[config.mk]
export PLATFORM = sky130hd
export DESIGN_NAME = keypad_scanner
export DESIGN_NICKNAME = d
export VERILOG_FILES = /design/src/rtl/keypad_scanner.sv
export SDC_FILE = /design/constraint.sdc
export NUM_CORES = 1
export LEC_CHECK = 0
export CAP_MARGIN = 30
export CORE_UTILIZATION = 40
export DETAILED_ROUTE_END_ITERATION = 10
export MAX_ROUTING_LAYER = met4
export PLACE_DENSITY = 0.58
export SLEW_MARGIN = 20
export SYNTH_ARGS = -nofsm -noshare
export SYNTH_HDL_FRONTEND = slang
export SYNTH_SLANG_ARGS = --single-unit
[constraint.sdc]
create_clock -name clk -period 5.6 [get_ports clk]
set_clock_uncertainty 0.05 [all_clocks]
set_input_delay 1.12 -clock clk [delete_from_list [all_inputs] [get_ports clk]]
set_output_delay 1.12 -clock clk [all_outputs]
set_load 0.05 [all_outputs]
[src/rtl/keypad_scanner.sv]
// keypad_scanner: row-scanning matrix keypad decoder with frame-based debounce and press/release events
// Ports:
//   clk          system clock
//   reset_n      synchronous active-low reset
//   col_n        raw active-low column sense, asynchronous to clk
//   row_drv_n    one-hot active-low row drive
//   key_valid    one-cycle pulse when a press is accepted
//   key_release  one-cycle pulse when the held key is released
//   key_held     high while an accepted key is down
//   key_idx      linear index row*COLS+col of the held or last key
//   key_row      row of the held or last key
//   key_col      column of the held or last key
//   hex_digit    launchpad legend of the key (0 when HEX_MAP=0)
module keypad_scanner #(
    parameter int ROWS            = 4,
    parameter int COLS            = 4,
    parameter int SCAN_DIV        = 1000,
    parameter int DEBOUNCE_FRAMES = 3,
    parameter int HEX_MAP         = 1
) (
    input  logic                                                clk,
    input  logic                                                reset_n,
    input  logic [COLS-1:0]                                     col_n,
    output logic [ROWS-1:0]                                     row_drv_n,
    output logic                                                key_valid,
    output logic                                                key_release,
    output logic                                                key_held,
    output logic [((ROWS*COLS > 1) ? $clog2(ROWS*COLS) : 1)-1:0] key_idx,
    output logic [((ROWS > 1) ? $clog2(ROWS) : 1)-1:0]           key_row,
    output logic [((COLS > 1) ? $clog2(COLS) : 1)-1:0]           key_col,
    output logic [3:0]                                          hex_digit
);
    localparam int IW = (ROWS*COLS > 1) ? $clog2(ROWS*COLS) : 1;
    localparam int RW = (ROWS > 1) ? $clog2(ROWS) : 1;
    localparam int CW = (COLS > 1) ? $clog2(COLS) : 1;
    localparam int SW = $clog2(SCAN_DIV);
    localparam int DW = $clog2(DEBOUNCE_FRAMES + 1);

    typedef enum logic [1:0] {IDLE, CONFIRM_PRESS, HELD, CONFIRM_RELEASE} state_t;

    logic [COLS-1:0] r_sync1, r_sync2;
    logic [SW-1:0]   r_slot;
    logic [RW-1:0]   r_row;
    logic [1:0]      r_acc_n;
    logic [RW-1:0]   r_acc_row;
    logic [CW-1:0]   r_acc_col;
    state_t          r_state;
    logic [RW-1:0]   r_cand_row;
    logic [CW-1:0]   r_cand_col;
    logic [DW-1:0]   r_cnt;
    logic            r_valid, r_release;
    logic [IW-1:0]   r_key_idx;
    logic [RW-1:0]   r_key_row;
    logic [CW-1:0]   r_key_col;
    logic [3:0]      r_hex;

    logic [COLS-1:0] w_col;
    logic            w_sample, w_frame_end;
    logic [1:0]      w_ones;
    logic [CW-1:0]   w_pos;
    logic [2:0]      w_sum;
    logic [1:0]      w_tot;
    logic [RW-1:0]   w_k_row;
    logic [CW-1:0]   w_k_col;
    logic            w_none, w_one, w_same;
    logic [DW:0]     w_cnt_inc;
    logic            w_cnt_done;
    state_t          w_state_nxt;
    logic [RW-1:0]   w_cand_row_nxt;
    logic [CW-1:0]   w_cand_col_nxt;
    logic [DW-1:0]   w_cnt_nxt;
    logic            w_accept, w_release;
    logic [IW-1:0]   w_cand_idx;
    logic [3:0]      w_hex;

    assign w_col       = ~r_sync2;
    assign w_sample    = r_slot == SW'(SCAN_DIV - 1);
    assign w_frame_end = w_sample && (r_row == RW'(ROWS - 1));
    assign row_drv_n   = ~(ROWS'(1) << r_row);

    // Per-row key count saturates at 2: anything above one key is MULTI.
    always_comb begin
        w_ones = 2'd0;
        w_pos  = '0;
        for (int c = 0; c < COLS; c++)
            if (w_col[c]) begin
                w_ones = (w_ones == 2'd2) ? 2'd2 : w_ones + 2'd1;
                w_pos  = CW'(c);
            end
    end

    // Frame result including the row being sampled this cycle.
    assign w_sum   = {1'b0, r_acc_n} + {1'b0, w_ones};
    assign w_tot   = (w_sum >= 3'd2) ? 2'd2 : w_sum[1:0];
    assign w_k_row = (r_acc_n == 2'd0) ? r_row : r_acc_row;
    assign w_k_col = (r_acc_n == 2'd0) ? w_pos : r_acc_col;
    assign w_none  = w_tot == 2'd0;
    assign w_one   = w_tot == 2'd1;
    assign w_same  = (w_k_row == r_cand_row) && (w_k_col == r_cand_col);

    assign w_cnt_inc  = {1'b0, r_cnt} + (DW+1)'(1);
    assign w_cnt_done = w_cnt_inc >= (DW+1)'(DEBOUNCE_FRAMES);

    always_comb begin
        w_state_nxt    = r_state;
        w_cand_row_nxt = r_cand_row;
        w_cand_col_nxt = r_cand_col;
        w_cnt_nxt      = r_cnt;
        w_accept       = 1'b0;
        w_release      = 1'b0;
        if (w_frame_end) begin
            case (r_state)
                IDLE:
                    if (w_one) begin
                        w_cand_row_nxt = w_k_row;
                        w_cand_col_nxt = w_k_col;
                        w_cnt_nxt      = DW'(1);
                        w_state_nxt    = CONFIRM_PRESS;
                        w_accept       = (DEBOUNCE_FRAMES == 1);
                    end
                CONFIRM_PRESS:
                    if (w_one && w_same) begin
                        w_cnt_nxt = w_cnt_inc[DW-1:0];
                        w_accept  = w_cnt_done;
                    end else if (w_one) begin
                        w_cand_row_nxt = w_k_row;
                        w_cand_col_nxt = w_k_col;
                        w_cnt_nxt      = DW'(1);
                    end else
                        w_state_nxt = IDLE;
                // A different single key while held counts as an empty frame.
                HELD:
                    if (!(w_one && w_same) && (w_tot != 2'd2)) begin
                        w_cnt_nxt   = DW'(1);
                        w_state_nxt = CONFIRM_RELEASE;
                        w_release   = (DEBOUNCE_FRAMES == 1);
                    end
                CONFIRM_RELEASE:
                    if (w_none) begin
                        w_cnt_nxt = w_cnt_inc[DW-1:0];
                        w_release = w_cnt_done;
                    end else
                        w_state_nxt = HELD;
                default: w_state_nxt = IDLE;
            endcase
            if (w_accept)
                w_state_nxt = HELD;
            if (w_release)
                w_state_nxt = IDLE;
        end
    end

    assign w_cand_idx = IW'(w_cand_row_nxt) * IW'(COLS) + IW'(w_cand_col_nxt);

    generate
        if (HEX_MAP == 1 && ROWS == 4 && COLS == 4) begin : g_hex
            // Nibble n holds the legend of linear key n.
            localparam logic [63:0] HEX_LUT = 64'hDEF0_C987_B654_A321;
            assign w_hex = HEX_LUT[{w_cand_idx, 2'b00} +: 4];
        end else begin : g_nohex
            assign w_hex = 4'd0;
        end
    endgenerate

    always_ff @(posedge clk) begin
        if (!reset_n) begin
            r_sync1   <= '0;
            r_sync2   <= '0;
            r_slot    <= '0;
            r_row     <= '0;
            r_acc_n   <= '0;
            r_acc_row <= '0;
            r_acc_col <= '0;
        end else begin
            r_sync1 <= col_n;
            r_sync2 <= r_sync1;
            r_slot  <= w_sample ? '0 : r_slot + SW'(1);
            if (w_sample)
                r_row <= (r_row == RW'(ROWS - 1)) ? '0 : r_row + RW'(1);
            if (w_frame_end) begin
                r_acc_n   <= '0;
                r_acc_row <= '0;
                r_acc_col <= '0;
            end else if (w_sample) begin
                r_acc_n   <= w_tot;
                r_acc_row <= w_k_row;
                r_acc_col <= w_k_col;
            end
        end
    end

    always_ff @(posedge clk) begin
        if (!reset_n) begin
            r_state    <= IDLE;
            r_cand_row <= '0;
            r_cand_col <= '0;
            r_cnt      <= '0;
            r_valid    <= 1'b0;
            r_release  <= 1'b0;
            r_key_idx  <= '0;
            r_key_row  <= '0;
            r_key_col  <= '0;
            r_hex      <= '0;
        end else begin
            r_state    <= w_state_nxt;
            r_cand_row <= w_cand_row_nxt;
            r_cand_col <= w_cand_col_nxt;
            r_cnt      <= w_cnt_nxt;
            r_valid    <= w_accept;
            r_release  <= w_release;
            if (w_accept) begin
                r_key_idx <= w_cand_idx;
                r_key_row <= w_cand_row_nxt;
                r_key_col <= w_cand_col_nxt;
                r_hex     <= w_hex;
            end
        end
    end

    assign key_valid   = r_valid;
    assign key_release = r_release;
    assign key_held    = (r_state == HELD) || (r_state == CONFIRM_RELEASE);
    assign key_idx     = r_key_idx;
    assign key_row     = r_key_row;
    assign key_col     = r_key_col;
    assign hex_digit   = r_hex;
endmodule
Yosys cells after proc, flatten, opt, wreduce, memory -nomap -nowiden
Index checks and enable logic that the tools add are counted.
{"block": "word_totals", "ff_bits": 48, "inputBits": 6, "output_inout_bits": 19, "elab_cells": 107}
{"block": "classes", "addsub": 8, "magnitude_cmp": 2, "eq_ne": 19, "shift": 2, "muxes": 42, "bitwise": 3, "reduce_logical": 14}
{"operator": "$shiftx 64x7->4 const A", "count": 1}
{"operator": "$mux 2", "count": 29}
{"operator": "$pmux 2 s4", "count": 2}
{"operator": "$eq 2x2->1 const B", "count": 6}
{"operator": "$ne 4x4->1 const B", "count": 3}
{"operator": "$add 10x1->10 const B", "count": 1}
{"operator": "$eq 10x10->1 const B", "count": 1}
{"operator": "$mux 1", "count": 9}
{"operator": "$add 2x1->2 const B", "count": 4}
{"operator": "$ne 4x2->1 const B", "count": 2}
{"operator": "$not 4->4", "count": 2}
{"operator": "$pmux 2 s2", "count": 2}
{"operator": "$ge 3x2->1 const B", "count": 2}
{"operator": "$logic_not 2->1", "count": 3}
{"operator": "$ne 2x2->1 const B", "count": 3}
{"operator": "$reduce_and 6->1", "count": 1}
{"operator": "$add 4x2->4", "count": 1}
{"operator": "$eq 2x1->1 const B", "count": 2}
{"operator": "$eq 2x2->1", "count": 2}
{"operator": "$logic_and 1x1->1", "count": 4}
{"operator": "$reduce_or 2->1", "count": 2}
{"operator": "$shl 1x2->4 const A", "count": 1}
{"operator": "$add 2x1->3 const B", "count": 1}
{"operator": "$add 2x2->3", "count": 1}
{"operator": "other kinds (5)", "count": 5}

Depth between registers and ports, before layout
Gate-level depths: netlist of run 1.
{"block": "logic_depth", "word_depth": 22, "depth_mapped": 17}

Worst setup path after synthesis of run 1
No wires, ideal clock.
{"block": "synth_path", "path_kind": "reg2reg", "from": "reg r_sync2[0]", "to": "reg r_hex[2], in the netlist hex_digit[2]", "setup_ns": 0.118, "t_arrival_ns": 3.901, "setup_slack_ns": 1.531, "stages_incl_launch_ff": 18, "period_less_slack_ns": 4.069, "cell_sequence": "dfxtp_1 > inv_1 > ha_1 > mux2i_1 > ha_1 > nor2_1 > a21oi_1 > ha_1 > inv_1 > fa_1 > nand3_1 > nor4_4 > mux2i_1 > inv_1 > ha_1 > a21o_2 > a2111o_1 > o2111a_1"}
{"block": "synth_via", "elab_chain_len": 21, "word_cells_on_any_way": 33, "classes_between": "5 x add/sub; 1 x order compare; 4 x eq/ne; 1 x shift; 20 x mux; 1 x bitwise; 1 x reduce/logical"}
{"item": "start: declaration", "line": "41", "rtl": "logic [COLS-1:0] r_sync1, r_sync2;"}
{"item": "start signal: assignment", "line": "176", "rtl": "r_sync2 <= r_sync1;"}
{"item": "$not 4->4 (*)", "line": "76", "rtl": "assign w_col = ~r_sync2;"}
{"item": "$mux 1 (*)", "line": "86", "rtl": "if (w_col[c]) begin"}
{"item": "$add 2x1->2 or $eq 2x2->1 (tied branches)", "line": "87", "rtl": "w_ones = (w_ones == 2'd2) ? 2'd2 : w_ones + 2'd1;"}
{"item": "$mux 2", "line": "87"}
{"item": "$mux 2 (*)", "line": "86"}
{"item": "$add 2x1->2 or $eq 2x2->1 (tied branches)", "line": "87"}
{"item": "$mux 2", "line": "87"}
{"item": "$mux 2 (*)", "line": "86"}
{"item": "(+6 left out)"}
{"item": "$eq 2x1->1 (*)", "line": "98", "rtl": "assign w_one = w_tot == 2'd1;"}
{"item": "$mux 2 or $logic_and 1x1->1 (tied branches)", "line": "114, 125, 122"}
{"item": "$mux 2", "line": "122", "rtl": "if (w_one && w_same) begin"}
{"item": "$pmux 2 s2 (*)", "line": "112", "rtl": "case (r_state)"}
{"item": "$mux 2 (*)", "line": "111", "rtl": "if (w_frame_end) begin"}
{"item": "named net w_cand_col_nxt[0]", "line": "70", "rtl": "logic [CW-1:0] w_cand_col_nxt;"}
{"item": "$add 4x2->4 (*)", "line": "153", "rtl": "assign w_cand_idx = IW'(w_cand_row_nxt) * IW'(COLS) + IW'(w_cand_col_nxt);"}
{"item": "$shiftx 64x7->4 (*)", "line": "159", "rtl": "assign w_hex = HEX_LUT[{w_cand_idx, 2'b00} +: 4];"}
{"item": "end signal: assignment", "line": "215", "rtl": "r_hex <= w_hex;"}
{"item": "end: declaration", "line": "55", "rtl": "logic [3:0] r_hex;"}
The timed path passes the listed nets; every way through them passes the cells marked *. The select of a mux whose other input is x is not followed.
A chain may end at the register's enable or synchronous reset.

Worst setup path in the final report of run 1
Same ends and word-level chain as after synthesis.

==> results of run 1 <==
[registers in the layout, indices dropped and copies added (netlist names), 4 cells and up]
name / cells
hex_digit: 4
r_sync2: 4
r_sync1: 4
r_slot: 10
key_idx: 4
[worst max-delay path, stage by stage, from the launching register on]
cell	delay (ps)
dfxtp_1	350
inv_1	50
ha_1	280
mux2i_1	180
ha_1	170
nor2_1	40
a21oi_1	120
ha_1	160
inv_1	50
fa_1	500
nand3_1	210
nor4_4	530
mux2i_1	600
inv_1	130
ha_1	240
a21o_2	200
a2111o_1	410
o2111a_1	130
[cells in the final DEF, fill, tap and decap left out, drive strengths merged, types with 2 or more instances in the layout]
cell type,count
a211oi,3
a21boi,2
a21o,2
a21oi,15
and2,10
and3,5
clkbuf,7
clkdlybuf4s50,24
dfxtp,44
ha,13
inv,20
mux2i,11
nand2,13
nand2b,2
nand3,9
nand3b,3
nor2,31
nor3,12
nor4,2
o21ai,12
o21ba,2
or2,4
or3,9
or4,2
xnor2,2
xor2,7
[synthesized netlist by cell type, types with 2 or more instances]
library cell  instances
buf_6                 2
or2_2                 2
nor3_1               10
nor2_1               31
mux2i_1              11
o21ai_0              11
ha_1                 13
nand3_1               9
and3_1                4
clkbuf_1              4
buf_4                 4
a21oi_1              15
o21ba_2               2
inv_1                19
or3_1                 8
nand3b_1              3
dfxtp_1              44
or4_1                 2
buf_2                 3
xnor2_1               2
nand2_1              13
xor2_1                7
a211oi_1              3
nor3_2                2
and2_1               10
[routing by layer]
layer  vias up  track usage, %  share of wire [%]
met2        35            25.0                 43
met3         4            4.94                4.1
met4         0            4.36                1.0
met5         -               -                  0
met1       869            22.9                 52
li1        973               -                  -
[area by class of cell]
type / count / area, sq um
flip-flops and latches: 44 / 881
clock buffers: 7 / 86.3
well taps: 72 / 90.1
multi-input cells: 193 / 1350
inverters: 21 / 78.8
clock inverters: 1 / 7.51
repair buffers: 24 / 240
fillers: 562 / 2910
[kinds of logic (layout without fill, tap and decap cells)]
group,Yosys count,count (layout),synth area share [%]
AOI/OAI and AO/OA,51,51,15.3
xor gates and xnor gates,9,9,3.30
adders and majority gates,14,14,7.65
buffers and inverters,34,53,6.76
DFF,44,44,36.9
muxes,12,12,5.08
and+or+nand+nor,107,107,25.1
[per-stage QoR]
step / area (sq um) / utilization [%] / power (uW) / hold WS [ps] / setup slack (ps)
3_5_place_dp: 2640 / 46.7 / 349 / 378 / 1100
6_report: 2730 / 48.4 / 553 / 392 / 1100
2_1_floorplan: 2390 / - / 341 / 362 / 1530
5_1_grt: 2730 / 48.4 / 578 / 405 / 712
3_3_place_gp: 2640 / 46.7 / 349 / 377 / 1260
4_1_cts: 2730 / 48.4 / 560 / 398 / 1080
[worst max path at each step]
stage,from,cells past startpoint,endpoint
6_report,r_sync2[0]$_SDFF_PN0_,17,hex_digit[2]$_SDFFE_PN0P_
2_1_floorplan,r_sync2[0]$_SDFF_PN0_,17,hex_digit[2]$_SDFFE_PN0P_
3_5_place_dp,r_sync2[0]$_SDFF_PN0_,17,hex_digit[2]$_SDFFE_PN0P_
5_1_grt,r_sync2[1]$_SDFF_PN0_,17,hex_digit[2]$_SDFFE_PN0P_
4_1_cts,r_sync2[0]$_SDFF_PN0_,17,hex_digit[2]$_SDFFE_PN0P_
3_3_place_gp,r_sync2[1]$_SDFF_PN0_,17,hex_digit[2]$_SDFFE_PN0P_
[power breakdown]
part | switching [uW] | internal, uW | total (uW)
combinational | 12.2 | 9.06 | 21.2
clock | 111 | 100 | 211
sequential | 3.29 | 317 | 320
total | 126 | 426 | 553
==> impl_results.md, run 1 <==
- Status: finished, final reports clean
- Core Box Area: 0.00564 sq mm
- Arrival @ worst endpoint: 4650 ps
- Largest net degree at the start of global routing: 22
- Final non-filler cell total: 362
- Seq cells post-synth: 44
- Die Wd: 79.3 um
- Via density: 5.20
- Final TNS setup: 0 ps
- Hold endpoint: r_sync2[2]$_SDFF_PN0_
- Vias in the first global route: 1682
- I/O pin cnt: 25
- Synth Warn #: 0
- Max Transition Viols Final: 0
- CTS buffer count: 5
- CTS tree: yes
- Row count: 27
- Post-synthesis net count: 291
- Yosys cell types: 62
- Initial Util: 42.3%
- Start point of the worst min-delay path: r_sync1[2]$_SDFF_PN0_
- RSZ-0062 raised after global routing: no
- Post-DP HPWL: 3420 um
- Synth top area cells: dfxtp_1, ha_1, nor2_1
- # DRC: 0
- Hold Crit Depth: 1
- H-Tree Depth: 2
- Final Hold Violating Endpoints: 0
- Hold_buf cts: 0
- DR WL/cell: 13.2 um
- CP endpoint kind: flip-flop
- DR pass1 iterations: 4
- CP Max Fanout: 9
- Max Cap Viol: 0
- Tmin final: 4500 ps
- Post-CTS Setup Bufs: 0
- Area leader, netlist: dfxtp_1
- Fin crit share: 80.4%
- Mean post-synth cell area: 8.81 sq um
- Lkg Pwr: 0.00102 uW
- CP required: 5750 ps
- PD cells: 203 mW/mm^2
- GPL Wtd Cong: 0.838
- Root Buffer: clkbuf_8
- Prevailing post-synth register cell: dfxtp_1
- DP Cell Count: 354
- Post-CTS sizing: 0
- Post-Synthesis Cells: 271
- Area grow syn2layout: 14.3%
- Via count: 1881
- Post-route ant nets: 0
- Clk sinks: 44
- NumNets Final: 309
- Post-Syn Area: 0.00239 sq mm
- CP Launch Type: flip-flop
- Die H: 79.3 um
- Initial antenna violation count: 0
- Inserted Diodes: 0
- IO buf count: 24
- DR iter-0 viols: 88
- Slew headroom: 42.8%
- Worst Tran Pin Value: 853 ps
- Cells on worst reg2reg path: 17
- Achievable Freq: 0.222 GHz
- Total GRT Usage: 17.1%
- WS Path Type: reg -> reg
- Fraction of registers with async set/reset: 0%
- Final setup fails: 0
- RR Endpoint: hex_digit[2]$_SDFFE_PN0P_
- Post-synthesis sequential area ratio: 36.9%
- CTS Buffer Depth: 2
- Routed WL: 4770 um
- Clk Latency, worst-skew pair: 300 ps
- Fraction of layout cells with a size suffix above 1: 8.97%
- R2R setup slack: 1100 ps
- Die footprint: 0.00628 sq mm
- Max IR drop VDD: 0.101 mV
- GRT overflow: 0
- Top cell type's share of synthesized area: 36.9%
- Reg2reg start: r_sync2[0]$_SDFF_PN0_
- Clock slew at reported path FFs: 80 ps
- First-pass GRT wire length: 8140 um
- Hold Path Class: reg -> reg
- EDFF count, synth: 0
Power figures use the tool's default switching activity.
==> inputs of run 2 (changes only) <==
--- a/config.mk
+++ b/config.mk
@@ -9,7 +9,7 @@
 export CORE_UTILIZATION = 40
 export DETAILED_ROUTE_END_ITERATION = 10
 export MAX_ROUTING_LAYER = met4
-export PLACE_DENSITY = 0.58
+export PLACE_DENSITY = 0.6
 export SLEW_MARGIN = 20
 export SYNTH_ARGS = -nofsm -noshare
 export SYNTH_HDL_FRONTEND = slang
==> constraint.sdc (replaced) <==
create_clock -name clk -period 4.08 [get_ports clk]
set_clock_uncertainty 0.05 [all_clocks]
set_input_delay 0.816 -clock clk [delete_from_list [all_inputs] [get_ports clk]]
set_output_delay 0.816 -clock clk [all_outputs]
set_load 0.05 [all_outputs]
==> impl_results.md, run 2 (synthesis gave the netlist of run 1 again) <==
- Status: finished, final reports clean
- Max IR drop VDD: 0.186 mV
- First-pass GRT wire length: 8360 um
- I/O pin cnt: 25
- Hold Path Class: reg -> reg
- Achievable Freq: 0.260 GHz
- NetSw: 170 uW
- Fillers: 544
- Gate power share: 3.7%
- DR WL/cell: 13.4 um
- Reg power frac: 52.7%
- DR pass1 iterations: 4
- GRT overflow: 0
- CTS Buffer Depth: 2
- Most frequent CP cell: ha_1
- Initial antenna violation count: 0
- Most frequent cells in the layout: dfxtp_1, nor2_1, clkdlybuf4s50_1
- Max Cap Viol: 0
- Fin util: 49.9%
- CP Launch Type: flip-flop
- Post-DP HPWL: 3540 um
- Core Box Area: 0.00564 sq mm
- Largest register FFs: 10
- Final Hold Violating Endpoints: 0
- CP Max Fanout: 6
- Via count: 1924
- DR iter-0 viols: 82
- Dpl ws: 115 ps
- Tmin final: 3840 ps
- CP delay by family, top: compound AO/OA/AOI/OAI gates
- Max Transition Viols Final: 0
- CP required: 4230 ps
- Row count: 27
- Largest reg by FF count: r_slot
- Lkg Pwr: 0.00107 uW
- Final TNS setup: 0 ps
- DP Area: 0.00268 sq mm
- H-Tree Depth: 2
- Post-route ant nets: 0
- Critical Path, Cell by Cell: inv_1, ha_1, mux2i_1, ha_1, nor2_1, a21oi_1, ha_1, inv_1, fa_1, nand3_2, or4_1, o31ai_2, a2bb2oi_2, a2111o_1, o2111a_1
- Post-CTS Setup Bufs: 0
- Net Sw Frac: 20.4%
- Die footprint: 0.00628 sq mm
- Hold_buf cts: 0
- Clk Latency, worst-skew pair: 300 ps
- Tot Pwr: 835 uW
- Die Wd: 79.3 um
- CP max-delay cell: or4_1
- GPL Wtd Cong: 0.794
- Fraction of layout cells with a size suffix above 1: 11.8%
- Routed WL: 4930 um
- Root Buffer: clkbuf_8
- Largest net degree at the start of global routing: 22
- Via density: 5.23
- Most common cell after layout, fill and taps aside: dfxtp_1
- CTS tree: yes
- IO buf count: 24
- Inserted Diodes: 0
- Fin crit share: 94.1%
- Die H: 79.3 um
- CTS buffer count: 5
- RSZ-0062 raised after global routing: no
- Total GRT Usage: 17.5%
- NumNets Final: 315
- Cell Int Power: 664 uW
- Area grow syn2layout: 18.0%
- Post-CTS sizing: 0
- CP endpoint kind: flip-flop
- Vias in the first global route: 1813
- Final setup fails: 0
- Clock slew at reported path FFs: 80 ps
- Worst setup margin: 241 ps
- Worst Tran Pin Value: 622 ps
- Initial Util: 42.3%
- PD cells: 296 mW/mm^2
- Arrival @ worst endpoint: 3980 ps
- # DRC: 0
- WS Path Type: reg -> reg
- Slew headroom: 58.5%
- Proportion of power drawn by the clock network: 43.6%
- Clk sinks: 44
- CP peak stage delay: 570 ps
- Design Area, Final: 0.00282 sq mm
- Crit path buf inv count: 2
## run 2: layer usage
metal  routed length, um  track usage, %
met4                  65            6.18
met3                 150            3.68
met1                2560            22.9
met5                   0               -
met2                2160            26.7
## run 2: final timing paths
path	startpoint	depth (start not counted)	end	slack, ps
setup reg to reg	r_sync2[1]$_SDFF_PN0_	15	hex_digit[2]$_SDFFE_PN0P_	240
hold / removal	r_sync1[2]$_SDFF_PN0_	1	r_sync2[2]$_SDFF_PN0_	390
hold reg to reg	r_sync1[2]$_SDFF_PN0_	1	r_sync2[2]$_SDFF_PN0_	390
setup / recovery	r_sync2[1]$_SDFF_PN0_	15	hex_digit[2]$_SDFFE_PN0P_	240
## run 2: cell type report
class | instances | area [sq um] | share of cell area [%]
Timing Repair Buffer | 30 | 285 | 10.1
Multi-Input combinational cell | 193 | 1360 | 48.1
Clock inverter | 1 | 30.0 | 1.07
Inverter | 21 | 78.8 | 2.80
Tap cell | 72 | 90.1 | 3.20
Clock buffer | 7 | 96.3 | 3.42
Sequential cell | 44 | 881 | 31.3
## run 2: power by group through the flow
| stage | Sequential (uW) | Clock, uW | Combinational, uW |
|---|---|---|---|
| after floorplan | 449 | 0 | 19.8 |
| after global placement | 450 | 0 | 30.0 |
| after detailed placement | 450 | 0 | 30.7 |
| after CTS | 440 | 376 | 31.0 |
| after global routing | 441 | 391 | 34.7 |
| final | 440 | 364 | 30.9 |
## run 2: worst reg2reg max path, delay by kind of cell, from the launching register on
family	cells	cell delay [ps]
AO/OA/AOI/OAI	5	1180
adder cells (fa/ha/maj)	4	1100
buffers and inverters	2	100
flip-flops	1	350
multiplexers	1	180
AND/OR/NAND/NOR	3	770
## run 2: through the flow
stage | hold WS (ps) | std cells
3_3_place_gp | 371 | 360
5_1_grt | 431 | 368
4_1_cts | 394 | 368
2_1_floorplan | 362 | 271
3_5_place_dp | 370 | 360
6_report | 390 | 368
